[config.mk]
export PLATFORM = sky130hd
export DESIGN_NAME = cla_serial_add_ctrl
export DESIGN_NICKNAME = d
export VERILOG_FILES = /design/src/rtl/cla_serial_add_ctrl.sv
export SDC_FILE = /design/constraint.sdc
export NUM_CORES = 1
export LEC_CHECK = 0
export ABC_AREA = 1
export BUFFER_PORTS_ARGS = -buffer_cell sky130_fd_sc_hd__buf_4
export CAP_MARGIN = 20
export CELL_PAD_IN_SITES_DETAIL_PLACEMENT = 1
export CELL_PAD_IN_SITES_GLOBAL_PLACEMENT = 2
export CORE_MARGIN = 2
export CORE_UTILIZATION = 36
export DETAILED_ROUTE_END_ITERATION = 10
export GPL_TIMING_DRIVEN = 1
export PLACE_DENSITY_LB_ADDON = 0.3
export SKIP_CTS_REPAIR_TIMING = 1
export SLEW_MARGIN = 20
export SYNTH_ARGS = -nofsm -noshare
export SYNTH_HDL_FRONTEND = slang
export SYNTH_SLANG_ARGS = --single-unit
[constraint.sdc]
create_clock -name clk -period 6.45 [get_ports clk]
set_input_delay 0.3225 -clock clk [delete_from_list [all_inputs] [get_ports clk]]
set_output_delay 0.3225 -clock clk [all_outputs]
set_load 0.01 [all_outputs]
[src/rtl/cla_serial_add_ctrl.sv]
// cla_serial_add_ctrl: WIDTH-bit add/subtract sequenced through one 4-bit CLA slice, LSB nibble first.
module cla4 (
  input  logic [3:0] a,
  input  logic [3:0] b,
  input  logic       ci,
  output logic [3:0] s,
  output logic       co
);
  logic [3:0] g, p, c;
  always_comb begin
    g = a & b;
    p = a ^ b;
    c[0] = ci;
    c[1] = g[0] | (p[0] & ci);
    c[2] = g[1] | (p[1] & g[0]) | (p[1] & p[0] & ci);
    c[3] = g[2] | (p[2] & g[1]) | (p[2] & p[1] & g[0]) | (p[2] & p[1] & p[0] & ci);
    co = g[3] | (p[3] & g[2]) | (p[3] & p[2] & g[1]) | (p[3] & p[2] & p[1] & g[0])
       | (p[3] & p[2] & p[1] & p[0] & ci);
    s = p ^ c;
  end
endmodule

module cla_serial_add_ctrl #(
  parameter int WIDTH = 16
) (
  input  logic             clk,
  input  logic             rst_n,
  input  logic             start,
  input  logic [WIDTH-1:0] a,
  input  logic [WIDTH-1:0] b,
  input  logic             cin,
  input  logic             sub,
  output logic             ready,
  output logic             done,
  output logic [WIDTH-1:0] sum,
  output logic             cout,
  output logic             ovf
);
  localparam int NIBBLES = WIDTH / 4;
  localparam int CW = $clog2(NIBBLES);
  typedef enum logic [1:0] {IDLE, RUN, DONE} state_t;
  state_t state, state_n;
  logic [WIDTH-1:0] a_r, b_r, wres, wres_n;
  logic [CW-1:0] cnt;
  logic carry, co, last;
  logic [3:0] s;
  cla4 u_slice (
    .a (a_r[{cnt, 2'b00} +: 4]),
    .b (b_r[{cnt, 2'b00} +: 4]),
    .ci(carry),
    .s (s),
    .co(co)
  );
  assign ready = state == IDLE;
  assign done = state == DONE;
  always_comb begin
    last = cnt == CW'(NIBBLES - 1);
    wres_n = wres;
    wres_n[{cnt, 2'b00} +: 4] = s;
    state_n = state == IDLE ? (start ? RUN : IDLE) :
              state == RUN  ? (last ? DONE : RUN) : IDLE;
  end
  always_ff @(posedge clk or negedge rst_n)
    if (!rst_n) state <= IDLE;
    else state <= state_n;
  always_ff @(posedge clk or negedge rst_n) begin
    if (!rst_n) begin
      a_r <= '0;
      b_r <= '0;
      wres <= '0;
      carry <= 1'b0;
      cnt <= '0;
      sum <= '0;
      cout <= 1'b0;
      ovf <= 1'b0;
    end else begin
      if (state == IDLE && start) begin
        a_r <= a;
        b_r <= b ^ {WIDTH{sub}};
        carry <= sub | cin;
        cnt <= '0;
      end
      if (state == RUN) begin
        wres <= wres_n;
        carry <= co;
        cnt <= last ? cnt : cnt + 1'b1;
        if (last) begin
          sum <= wres_n;
          cout <= co;
          ovf <= (a_r[WIDTH-1] == b_r[WIDTH-1]) && (wres_n[WIDTH-1] != a_r[WIDTH-1]);
        end
      end
    end
  end
endmodule

# Word level (Yosys, flattened, before mapping)
# Cells that the tools add are included.
# totals
ff_bits	71
latch_bits	0
ram_bits	0
rom_bits	0
inputBits	37
out_inout_bits	20
word_cells	68
mem_count	0
# classes
addsub	2
multipliers	0
n_div	0
order_cmp	0
n_eq_ne	6
shift	4
muxes	10
n_bitwise	31
reduce_logical	6
# ops
cell	count
$shiftx 16x5->4	2
$and 1x1->1	16
$bwmux 16	1
$shift 4x6->16 const A	1
$shiftx 4x6->16	1
$xor 16x16->16	1
$mux 2	6
$or 1x1->1	11
$xor 4x4->4	2
$neg 4->6	1
$and 4x4->4	1
$eq 2x2->1 const B	2
$reduce_and 2->1	2
$mux 1	3
$add 2x1->2 const B	1
$eq 2x1->1 const B	1
$logic_and 1x1->1	2
$logic_not 2->1	1
$ne 2x2->1 const B	1
$reduce_bool 2->1	1
$eq 1x1->1	1
$ne 1x1->1	1

# Longest topological paths before layout
# depth
ltp_word	11
ltp_mapped	17
depth_no_buf	16

# Hierarchy
# Synthesis repeated with hierarchy kept, for this count alone.
# hier_totals
hier_cells	420
area_unflattened_um2	3380.7
# by_module_without_submodules
module	instances	cells_per_inst	area_each_um2
cla_serial_add_ctrl	1	389	3194.3
cla4	1	31	186.4

# Worst setup path before layout
# OpenSTA, ideal clock, no wires.
# synth_path
kind	register to register
startpoint	register cnt[0]
endpoint	register wres[5]
setup_time_ns	0.083
arrival_time_ns	2.134
required_ns	6.367
setup_slack_ns	4.233
stages_incl_launch_ff	13
cell_sequence	dfrtp_1 -> buf_4 -> buf_2 -> nand2_1 -> a32oi_1 -> inv_1 -> fa_1 -> xor2_1 -> nor2_1 -> nand2_1 -> o21ai_0 -> inv_1 -> o21ai_0
# synth_via
elab_chain_cells	9
word_cells_on_any_way	24
# synth_rtl
element	line	rtl
from (decl)	44	logic [CW-1:0] cnt;
from (signal assigned)	86	cnt <= last ? cnt : cnt + 1'b1;
$shiftx 16x5->4 (on tied branches)	48, 49	
$xor 4x4->4 / $and 4x4->4 (equally long branches)	12, 11	
$and 1x1->1	16	c[3] = g[2] | (p[2] & g[1]) | (p[2] & p[1] & g[0]) | (p[2] & p[1] & p[0] & ci);
$or 1x1->1 / $and 1x1->1 (equally long branches) (2 in series)	16	
$or 1x1->1	16	
$xor 4x4->4	19	s = p ^ c;
$shiftx 4x6->16	59	wres_n[{cnt, 2'b00} +: 4] = s;
$bwmux 16 (*)	59	
to (signal assigned)	84	wres <= wres_n;
to (decl)	43	logic [WIDTH-1:0] a_r, b_r, wres, wres_n;
# Every way passes the cells marked *; elsewhere a longest branch is shown, timed or not.
# A chain may end at the register's enable or synchronous reset.

# Worst setup path in the final report
# layout_path
startpoint	register cnt[0]
endpoint	register sum[10]
# layout_via
elab_chain_cells	9
word_cells_on_any_way	26
# layout_rtl
element	line	rtl
$shiftx 16x5->4 (on tied branches)	48, 49	
$xor 4x4->4 / $and 4x4->4 (equally long branches)	12, 11	
$and 1x1->1	16	
$or 1x1->1 / $and 1x1->1 (equally long branches) (2 in series)	16	
$or 1x1->1	16	
$xor 4x4->4	19	
$shiftx 4x6->16	59	
$bwmux 16	59	
to (signal assigned)	88	sum <= wres_n;
to (decl)	35	output logic [WIDTH-1:0] sum,
# Parallel ways exist; a longest one is shown, timed or not.

==> results.txt <==
* Worst slew pin tran: 0.872 ns
* Worst-case clock buffer depth: 2
* Proportion of netlist area held by the largest area contributor: 0.504
- Endpoints failing setup: 0
- Summing every instance area after synthesis gives 3370 um2.
- Die extent in y: 101 um
- Critical Path RT: 6.67 ns
* CTS tree: built
- Syn_nets: 447
- The congestion estimate from routability-driven global placement came to 0.847.
* Layout fillers: 1,128
* Number of clock buffers inserted by TritonCTS: 9
* Deepest level of the CTS H-tree: 3
- Number of diodes: 0
* Result of the run: finished, final reports clean
- The first TritonRoute pass finished after 4 iterations.
- Yosys printed 0 warnings.
- In this run the tool buffered the top-level ports with 56 buffer cells.
- Final worst-path setup slack: 3.70 ns
- Tot Pwr: 0.00211 W
* Root Buffer Master: sky130_fd_sc_hd__clkbuf_8
- Unique cell type count in the Yosys netlist: 35
- Count of max-cap constraint violations: 0
- Clock input transition at the sequential cells of the worst setup and hold paths: 0.08 ns
- The worst pin sits at a relative slew slack of 0.419.
- Subtracting the final worst setup slack from the clock period gives 2.75 ns.
* Maximum frequency from static timing analysis: 0.364 GHz
* Placed cell count: 551
- Compared with the post-synthesis result, the final layout area differs by 19.1%.
- In this run the remaining antenna-violating nets after routing total 0.
- Final Net Count: 498
* Placeable core region: 9150 um2
* Avg WL per Cell: 14.4 um
- In the routed design, unresolved DRC markers number 0.
- Dividing the synthesized area by the synthesized cell count gives 8.44 um2.
* Proportion of synthesized chip area in sequential cells: 0.504
* Total via count in the routed design: 2,766
* Share of cells above drive strength 1: 0.204
- Worst-Skew Late Latency: 0.35 ns
* Path category of the worst min-delay check: input port to async pin
- After global routing the overflow that remains totals 0.
- Of all cell types, the one taking the most synthesized area is sky130_fd_sc_hd__dfrtp_1.
- Leaving out filler cells and counting taps, the final layout contains 566.
* Flop and latch count out of synthesis: 68
* Post-synth EDFFs: 0
* Area of all sequential standard cells: 1700 um2
* Primary FF master, synth: sky130_fd_sc_hd__dfrtp_1
* Area of the die: 10,200 um2
- Power Density: 525 nW/um2
- Sorting the synthesized cells by area gives the leading types as sky130_fd_sc_hd__dfrtp_1 50%, sky130_fd_sc_hd__nand2_1 16%, sky130_fd_sc_hd__o21ai_0 6.4%, sky130_fd_sc_hd__xnor2_1 4.4%, sky130_fd_sc_hd__ha_1 3.3%.
- After synthesis, the most frequently instantiated cells are 140 x sky130_fd_sc_hd__nand2_1, 68 x sky130_fd_sc_hd__dfrtp_1, 43 x sky130_fd_sc_hd__o21ai_0.
- Sort of element at the end of the critical path: register
* Number of endpoints with negative hold slack in the final report: 0
- After synthesis, the share of flip-flops with an asynchronous set or reset is 1.00.
* Critical path type: register to register
- The initial utilization of the core area, before any placement, comes to 0.369.
* Via count of the first global-routing pass: 2,843
- Placement row count: 35
- Among all cell types in the netlist, the one instantiated most often is sky130_fd_sc_hd__nand2_1.
- The worst setup path is launched from a register.
* Worst VDD drop: 0.178 mV
- Overall routing resource usage: 0.175
- In the finished design, the share of the clock period the worst path needs comes to 0.426.
- The tree built by TritonCTS fans out to 68 sinks.
- Global-route wire length before repair: 13,800 um
- The clock arrives with 0.0116 ns of skew.
- Summing all multi-input logic gate instances after layout gives 1480 um2.
- RSZ-0062 raised after global routing: no
- Summed over all nets, the half-perimeter wirelength after detailed placement is 5950 um.
- Entering global routing, the biggest net connects 69 pins.
* Vias per cell: 4.89
- Final Instance Area: 4020 um2
- After technology mapping, the gate count stands at 400.
* I/O pin count: 57
* Placed inst area: 3860 um2
- After detailed routing, the total wire length is 8150 um.
- The number of antenna violations at the first check in global routing came to 0.
- Placement-stage worst setup slack: 3.72 ns
- Iteration-0 DRC count of the detailed router: 94
- Data on the critical path arrives at its endpoint at 2.96 ns.
- For this design the static power due to leakage is 2.00 nW.
* Final slew viol count: 0
- In this run the worst path has a maximum fanout of 19.
- Die W: 101 um
- Adding up every negative setup slack in the final design gives 0 ns.
## layout by cell type (no fill, tap or decap), types with 7 or more instances in the layout
cell type	synthesis	layout
sky130_fd_sc_hd__clkbuf_8	0	9
sky130_fd_sc_hd__inv_1	23	23
sky130_fd_sc_hd__o22ai_1	10	10
sky130_fd_sc_hd__nand3_1	7	7
sky130_fd_sc_hd__nor2_1	21	21
sky130_fd_sc_hd__o21ai_0	43	43
sky130_fd_sc_hd__xnor2_1	17	17
sky130_fd_sc_hd__nand2_1	140	140
sky130_fd_sc_hd__ha_1	9	9
sky130_fd_sc_hd__dfrtp_1	68	68
sky130_fd_sc_hd__buf_4	2	58
## final timing paths
path,depth (start not counted),start,to,slack (ns)
setup reg to reg,11,cnt[0],sum[10],3.70
min in group clk,3,a[8],a_r[8],0.16
hold / removal,1,rst_n,sum[14],0.07
max in group asynchronous,1,rst_n,b_r[2],5.78
hold reg to reg,2,sum[8],sum[8],0.48
setup / recovery,11,cnt[0],sum[10],3.70
## through the flow
stage	hold WS, ns	utilization
2_1_floorplan	0.0269	-
5_1_grt	0.158	0.439
3_3_place_gp	0.466	0.422
3_5_place_dp	0.466	0.422
4_1_cts	0.116	0.439
6_report	0.0681	0.439
## worst max-delay path: stages (launching register included)
cell                      delay (ns)
sky130_fd_sc_hd__dfrtp_1        0.58
sky130_fd_sc_hd__buf_4          0.31
sky130_fd_sc_hd__inv_2          0.17
sky130_fd_sc_hd__o21ai_0        0.18
sky130_fd_sc_hd__o22ai_1        0.09
sky130_fd_sc_hd__ha_1           0.36
sky130_fd_sc_hd__nand2_1        0.11
sky130_fd_sc_hd__nand3_1        0.10
sky130_fd_sc_hd__xnor2_1        0.30
sky130_fd_sc_hd__nor2_2         0.09
sky130_fd_sc_hd__a22oi_1        0.22
sky130_fd_sc_hd__o21ai_1        0.10
## kinds of logic (layout without fill, tap and decap cells)
group | count (synthesis) | count (layout) | synth area share
fa+ha+maj | 10 | 10 | 0.0393
flops | 68 | 68 | 0.504
compound gates | 72 | 72 | 0.123
simple gates | 186 | 186 | 0.230
buf+inv | 46 | 101 | 0.0571
xor+xnor | 18 | 18 | 0.0467
## state kept, by name (all words and copies together), names as in the netlist
name and count:
a_r 16, b_r 16, sum 16, wres 13
cnt 2, state 2, carry 1, cout 1
ovf 1
## per-layer routing
| layer | vias up | routed length, um | global-route usage | part of all wire |
|---|---|---|---|---|
| met2 | 45 | 3970 | 0.289 | 0.49 |
| met1 | 1320 | 3780 | 0.229 | 0.46 |
| met3 | 15 | 239 | 0.0312 | 0.029 |
| met4 | 0 | 160 | 0.0685 | 0.020 |
| li1 | 1386 | - | - | - |
| met5 | - | 0 | 0 | 0 |
## report_power, final
part	leakage, nW	internal [W]	switching, W	total, W
Clock	0.0779	0.000135	0.000166	0.000302
Combinational	1.05	0.000404	0.000688	0.00109
Sequential	0.879	0.000596	0.000121	0.000717
## final cells by class
type                    instances  area share
multi-input cells             286       0.368
repair buffers                 58       0.108
flip-flops and latches         68       0.423
well taps                     111      0.0346
inverters                      28      0.0262
clock buffers                  10      0.0318
clock inverters                 5     0.00747
Power figures use the tool's default switching activity.
